**src/rtl/ucsbece154a_mem_pkg.sv**
```systemverilog
// Shared types and address helpers for the data-memory responder.
// Imported by ucsbece154a_dmem_responder and ucsbece154a_dmem_array.
package ucsbece154a_mem_pkg;

    localparam int WORD_W = 32;

    typedef enum logic [1:0] {
        IDLE = 2'd0,
        WAIT = 2'd1,
        RESP = 2'd2
    } dmem_state_t;

    typedef struct packed {
        logic              we;
        logic [WORD_W-1:0] addr;
        logic [WORD_W-1:0] wdata;
    } dmem_req_t;

    function automatic logic is_misaligned(input logic [WORD_W-1:0] addr);
        return addr[1:0] != 2'b00;
    endfunction

    // Any bit above the word index set means the byte address is past the array.
    function automatic logic is_out_of_range(
        input logic [WORD_W-1:0] addr,
        input int                addr_w
    );
        return (addr >> (addr_w + 2)) != '0;
    endfunction

endpackage

```
**src/rtl/ucsbece154a_dmem_array.sv**
```systemverilog
// Word storage for the data-memory responder.
// Synchronous write, combinational read, contents are never reset.
module ucsbece154a_dmem_array
    import ucsbece154a_mem_pkg::*;
#(
    parameter int DEPTH  = 64,
    parameter int ADDR_W = $clog2(DEPTH)
) (
    input  logic              clk,
    input  logic              we,
    input  logic [ADDR_W-1:0] idx,
    input  logic [WORD_W-1:0] wdata,
    output logic [WORD_W-1:0] rdata
);

    logic [WORD_W-1:0] mem [DEPTH];

    always_ff @(posedge clk) begin
        if (we) begin
            mem[idx] <= wdata;
        end
    end

    assign rdata = mem[idx];

endmodule

```
**src/rtl/ucsbece154a_dmem_responder.sv**
```systemverilog
// Multi-cycle data-memory responder: one request at a time, fixed LATENCY.
// Define UCSBECE154A_DMEM_ERR_EN to flag misaligned/out-of-range requests.
module ucsbece154a_dmem_responder
    import ucsbece154a_mem_pkg::*;
#(
    parameter int DEPTH   = 64,
    parameter int LATENCY = 2
) (
    input  logic              clk,
    input  logic              reset,
    input  logic              req_valid_i,
    output logic              req_ready_o,
    input  logic              req_we_i,
    input  logic [WORD_W-1:0] req_addr_i,
    input  logic [WORD_W-1:0] req_wdata_i,
    output logic              resp_valid_o,
    input  logic              resp_ready_i,
    output logic [WORD_W-1:0] resp_rdata_o,
    output logic              resp_err_o
);

    localparam int ADDR_W = $clog2(DEPTH);
    localparam int CNT_W  = $clog2(LATENCY + 1);

    dmem_state_t       state;
    dmem_state_t       next_state;
    logic [CNT_W-1:0]  cnt;
    dmem_req_t         req_q;
    dmem_req_t         acc;
    logic              accept;
    logic              enter_resp;
    logic              acc_err;
    logic              arr_we;
    logic [ADDR_W-1:0] arr_idx;
    logic [WORD_W-1:0] arr_rdata;
    logic [WORD_W-1:0] rdata_q;
    logic              err_q;

    assign accept = req_valid_i && req_ready_o;

    // With LATENCY==1 the access happens on the accept edge itself,
    // so the live request is used while idle and the latched one after.
    always_comb begin
        acc = req_q;
        if (state == IDLE) begin
            acc.we    = req_we_i;
            acc.addr  = req_addr_i;
            acc.wdata = req_wdata_i;
        end
    end

    assign enter_resp = (accept && (LATENCY == 1))
                     || ((state == WAIT) && (cnt == CNT_W'(1)));

`ifdef UCSBECE154A_DMEM_ERR_EN
    assign acc_err = is_misaligned(acc.addr)
                  || is_out_of_range(acc.addr, ADDR_W);
`else
    logic unused_addr;
    assign acc_err     = 1'b0;
    assign unused_addr = ^{acc.addr >> (ADDR_W + 2), acc.addr[1:0]};
`endif

    assign arr_idx = acc.addr[ADDR_W+1:2];
    assign arr_we  = enter_resp && acc.we && !acc_err;

    ucsbece154a_dmem_array #(
        .DEPTH  (DEPTH),
        .ADDR_W (ADDR_W)
    ) u_array (
        .clk   (clk),
        .we    (arr_we),
        .idx   (arr_idx),
        .wdata (acc.wdata),
        .rdata (arr_rdata)
    );

    always_ff @(posedge clk or negedge reset) begin
        if (!reset) begin
            state <= IDLE;
        end else begin
            state <= next_state;
        end
    end

    always_comb begin
        next_state = state;
        unique case (state)
            IDLE: begin
                if (accept) begin
                    next_state = (LATENCY == 1) ? RESP : WAIT;
                end
            end
            WAIT: begin
                if (cnt == CNT_W'(1)) begin
                    next_state = RESP;
                end
            end
            RESP: begin
                if (resp_ready_i) begin
                    next_state = IDLE;
                end
            end
            default: next_state = IDLE;
        endcase
    end

    always_comb begin
        req_ready_o  = 1'b0;
        resp_valid_o = 1'b0;
        unique case (state)
            IDLE:    req_ready_o  = 1'b1;
            RESP:    resp_valid_o = 1'b1;
            default: ;
        endcase
    end

    always_ff @(posedge clk or negedge reset) begin
        if (!reset) begin
            cnt <= '0;
        end else if (accept) begin
            cnt <= CNT_W'(LATENCY - 1);
        end else if (state == WAIT) begin
            cnt <= cnt - CNT_W'(1);
        end
    end

    always_ff @(posedge clk or negedge reset) begin
        if (!reset) begin
            req_q <= '0;
        end else if (accept) begin
            req_q <= acc;
        end
    end

    // Response payload is captured once and held for the whole RESP state.
    always_ff @(posedge clk or negedge reset) begin
        if (!reset) begin
            rdata_q <= '0;
            err_q   <= 1'b0;
        end else if (enter_resp) begin
            rdata_q <= (acc.we || acc_err) ? '0 : arr_rdata;
            err_q   <= acc_err;
        end
    end

    assign resp_rdata_o = rdata_q;

`ifdef UCSBECE154A_DMEM_ERR_EN
    assign resp_err_o = err_q;
`else
    logic unused_err;
    assign unused_err = err_q;
    assign resp_err_o = 1'b0;
`endif

endmodule

```
**config.mk**
```make
export PLATFORM = sky130hd
export DESIGN_NAME = ucsbece154a_dmem_responder
export DESIGN_NICKNAME = d
export VERILOG_FILES = /design/src/rtl/ucsbece154a_mem_pkg.sv /design/src/rtl/ucsbece154a_dmem_array.sv /design/src/rtl/ucsbece154a_dmem_responder.sv
export SDC_FILE = /design/constraint.sdc
export NUM_CORES = 2
export LEC_CHECK = 0
export ABC_AREA = 1
export BUFFER_PORTS_ARGS = -buffer_cell sky130_fd_sc_hd__buf_2
export CORE_AREA = 4 4 438 354
export DETAILED_ROUTE_END_ITERATION = 10
export DIE_AREA = 0 0 442 358
export PLACE_DENSITY = 0.76
export REMOVE_ABC_BUFFERS = 1
export SLEW_MARGIN = 10
export SYNTH_ARGS = -nofsm -noshare
export SYNTH_HDL_FRONTEND = slang
export SYNTH_SLANG_ARGS = --single-unit
```
**constraint.sdc**
```tcl
create_clock -name clk -period 7.1 [get_ports clk]
set_input_delay 2.13 -clock clk [delete_from_list [all_inputs] [get_ports clk]]
set_output_delay 2.13 -clock clk [all_outputs]
set_load 0.1 [all_outputs]
```
==> results.cfg <==
[finish]
fill_cells = 10801
finalNetCount = 8730
drive_gt1_share_pct = 6.986
seq_area_sq_um = 63380
fin_area_sq_um = 99390
multi_input_area_sq_um = 21940
area_growth_syn_to_layout_pct = 10.55
final_common_cell = nand2_1
final_cell_mix = 3,902 x nand2_1, 2,048 x edfxtp_1, 937 x inv_1, 695 x nand3_1, 194 x clkbuf_16

[route]
antenna_left = 0
wl_per_cell_um = 22.84
dr.pass1.iters = 6
drt_iter0_drc = 9356
drc = 0
vias = 61954
vias_per_cell = 5.715
drt-total-wl_mm = 247.6

[placement]
io_buffers = 76
dp_hpwl_mm = 132.6
place_congestion = 0.8752
place_area_sq_um = 93220

[worst_setup_path]
reg2reg_depth = 8
crit_start = req_we_i
crit_required_ns = 7.61
r2r_slack_ns = 2.34
endpoint = u_array.mem[51][17]
reg2reg_from = state[0]
critPathTopFamily = simple AND/OR/NAND/NOR gates
cp_num_buf_inv = 4
crit_path_start_kind = primary input
critPathArrivalTime_ns = 5.67
crit_slowest_cell = nand3_1
crit_chain = buf_2, inv_1, nand2_1, o21ai_0, nor2_1, nand3_1, buf_4, nor2_4, buf_4
cp_slowest_stage_delay_ns = 0.78
worst-path-stages = 9
cp_max_fo = 15
cp_common_cell = buf_4
end_kind = flop
r2r-end = u_array.mem[51][17]
crit_type = primary input to flop

[synthesis]
synth_area_leader_cell = edfxtp_1
syn_area_sq_um = 89900
yosys_warnings = 0
ys_top_cells_by_area = edfxtp_1 68%, nand2_1 16%, inv_1 3.9%
syn-instance-count = 8665
synth_cell_types = 30
synth.avg_cell_area_sq_um = 10.38
netlist.area_leader.share_pct = 68.40
synth-seq-area-share_pct = 70.49
ys_ff_latch = 2123

[worst_hold_path]
min_path_type = flop to flop

[clock_network]
clk_latency_ns = 0.84
cts-root-buf = clkbuf_16
cts-htree-levels = 4
tritoncts = built
cts_resized = 0
postCtsHoldBufs = 0
clk_pin_slew_ns = 0.06
clockBufferDepth = 3
post_cts_buffers = 0
cts_buffers = 193
cts.sinks = 2123

[power]
powerDensity_nw_per_um2 = 448.8
swShare_pct = 42.60
pwr-share-seq_pct = 36.9
irDropWorstVdd_uv = 505.0
power_leakage_nw = 41.48
power_frac_comb_pct = 40.3
clkPwrFrac_pct = 22.8
intPower_mw = 25.60
power.switching_mw = 19.00

[sta]
timing.fmax_mhz = 193.7
slew_headroom_pct = 16.70
rsz0062_at_grt = false
finalWorstPathRequiredPeriod_ns = 5.162
setup_viol = 0
finalHoldViolations = 0
final_min_period_over_clock_period_pct = 72.71
tightestPinTransition_ns = 1.246
setup_tns_ns = 0
clock-skew-final_ns = 0.03980
finalMaxSlewViolations = 0

[global_routing]
use_met3_pct = 8.151
grtUsageMet1_pct = 40.94
busiest_layer = met2
grt_overflow_total = 0
grt_pass1_wl_mm = 361.1
grt_use_met2_pct = 47.62
antenna_found_initial = 15
grt.total_usage_pct = 30.73
grt_max_degree = 209
grt_pass1_vias = 58564

[status]
status = completed

[die]
die_area_sq_um = 158200
boundaryPins = 104
die_w_um = 442
start_util_pct = 59.53
die_h_um = 358
num_rows = 128
core-area_sq_um = 151000

[job]
maxCapViolCount = 0
## worst reg2reg max path, cell delays in order, from the launching register on
cell	delay (ns)
dfrtp_1	0.42
inv_1	0.11
nand2_4	0.42
nand2_8	0.51
nand2_8	0.66
nand3_1	0.77
buf_4	0.44
nor2_4	0.73
buf_4	0.38
## area by class of cell
cell class,count,share of cell area (%)
antenna,8,0.02014
clock buffer,252,5.144
clock inverter,101,0.9719
inverter,941,3.554
multi-input combinational,5164,22.07
sequential,2123,63.77
tap,2015,2.537
timing repair buffer,237,1.936
## through the flow
step           power (mW)  utilization, %  std cells  setup slack [ns]  hold WS, ns
2_1_floorplan       28.06               -       8228            -12.73       0.4479
3_3_place_gp        33.57           61.73      10477             1.328       0.4648
3_5_place_dp        34.04           61.73      10477             1.284       0.4631
4_1_cts             44.10           65.75      10830             2.147       0.4803
5_1_grt             46.52           65.80      10837             2.016       0.4964
6_report            44.61           65.81      10841             1.938       0.4757
## cells by family after synthesis
kind of cell    synth area share, %
compound gates                1.607
simple gates                  21.68
flops                         70.49
other cells                0.004171
fa+ha+maj                   0.01391
buf+inv                       6.200
## sequential cells by signal (all words and copies together) (netlist names)
signal / cells
cnt: 2
resp_rdata_o: 32
state: 2
u_array.mem: 2048
req_q: 39
## metal layers
layer  vias to the layer above  wire length, um
met4                         8            11880
met3                       574            33850
li1                      28059                -
met2                      3872           111200
met5                         -               53
met1                     29441            90650
## synth_stat cells, drive strengths merged
library cell / n
o31ai: 2
nor2: 181
edfxtp: 2048
buf: 326
clkinv: 2
o21a: 1
o22ai: 2
nand4: 19
inv: 939
and2: 3
nand2: 3913
a21oi: 41
conb: 1
o21ai: 239
nand3b: 62
dfrtp: 75
a21o: 1
clkbuf: 111
nand3: 695
ha: 1
nor3: 3
## power by group through the flow
stage | clock [mW] | combinational (mW) | sequential [mW]
finish | 10.2 | 18.0 | 16.5
global route | 10.8 | 19.3 | 16.5
CTS | 10.2 | 17.5 | 16.4
detailed placement | 0 | 17.3 | 16.7
global placement | 0 | 16.9 | 16.7
floorplan | 0 | 10.6 | 17.5
## worst min path at each step
stage | start | endpoint | slack [ns] | cells after the start
floorplan | req_q[64] | req_q[64] | 0.45 | 2
global placement | resp_rdata_o[4] | resp_rdata_o[4] | 0.46 | 2
detailed placement | resp_rdata_o[12] | resp_rdata_o[12] | 0.46 | 2
CTS | resp_rdata_o[12] | resp_rdata_o[12] | 0.48 | 2
global route | resp_rdata_o[12] | resp_rdata_o[12] | 0.50 | 2
finish | resp_rdata_o[12] | resp_rdata_o[12] | 0.48 | 2
No activity file was read; power rests on OpenSTA's default activity.
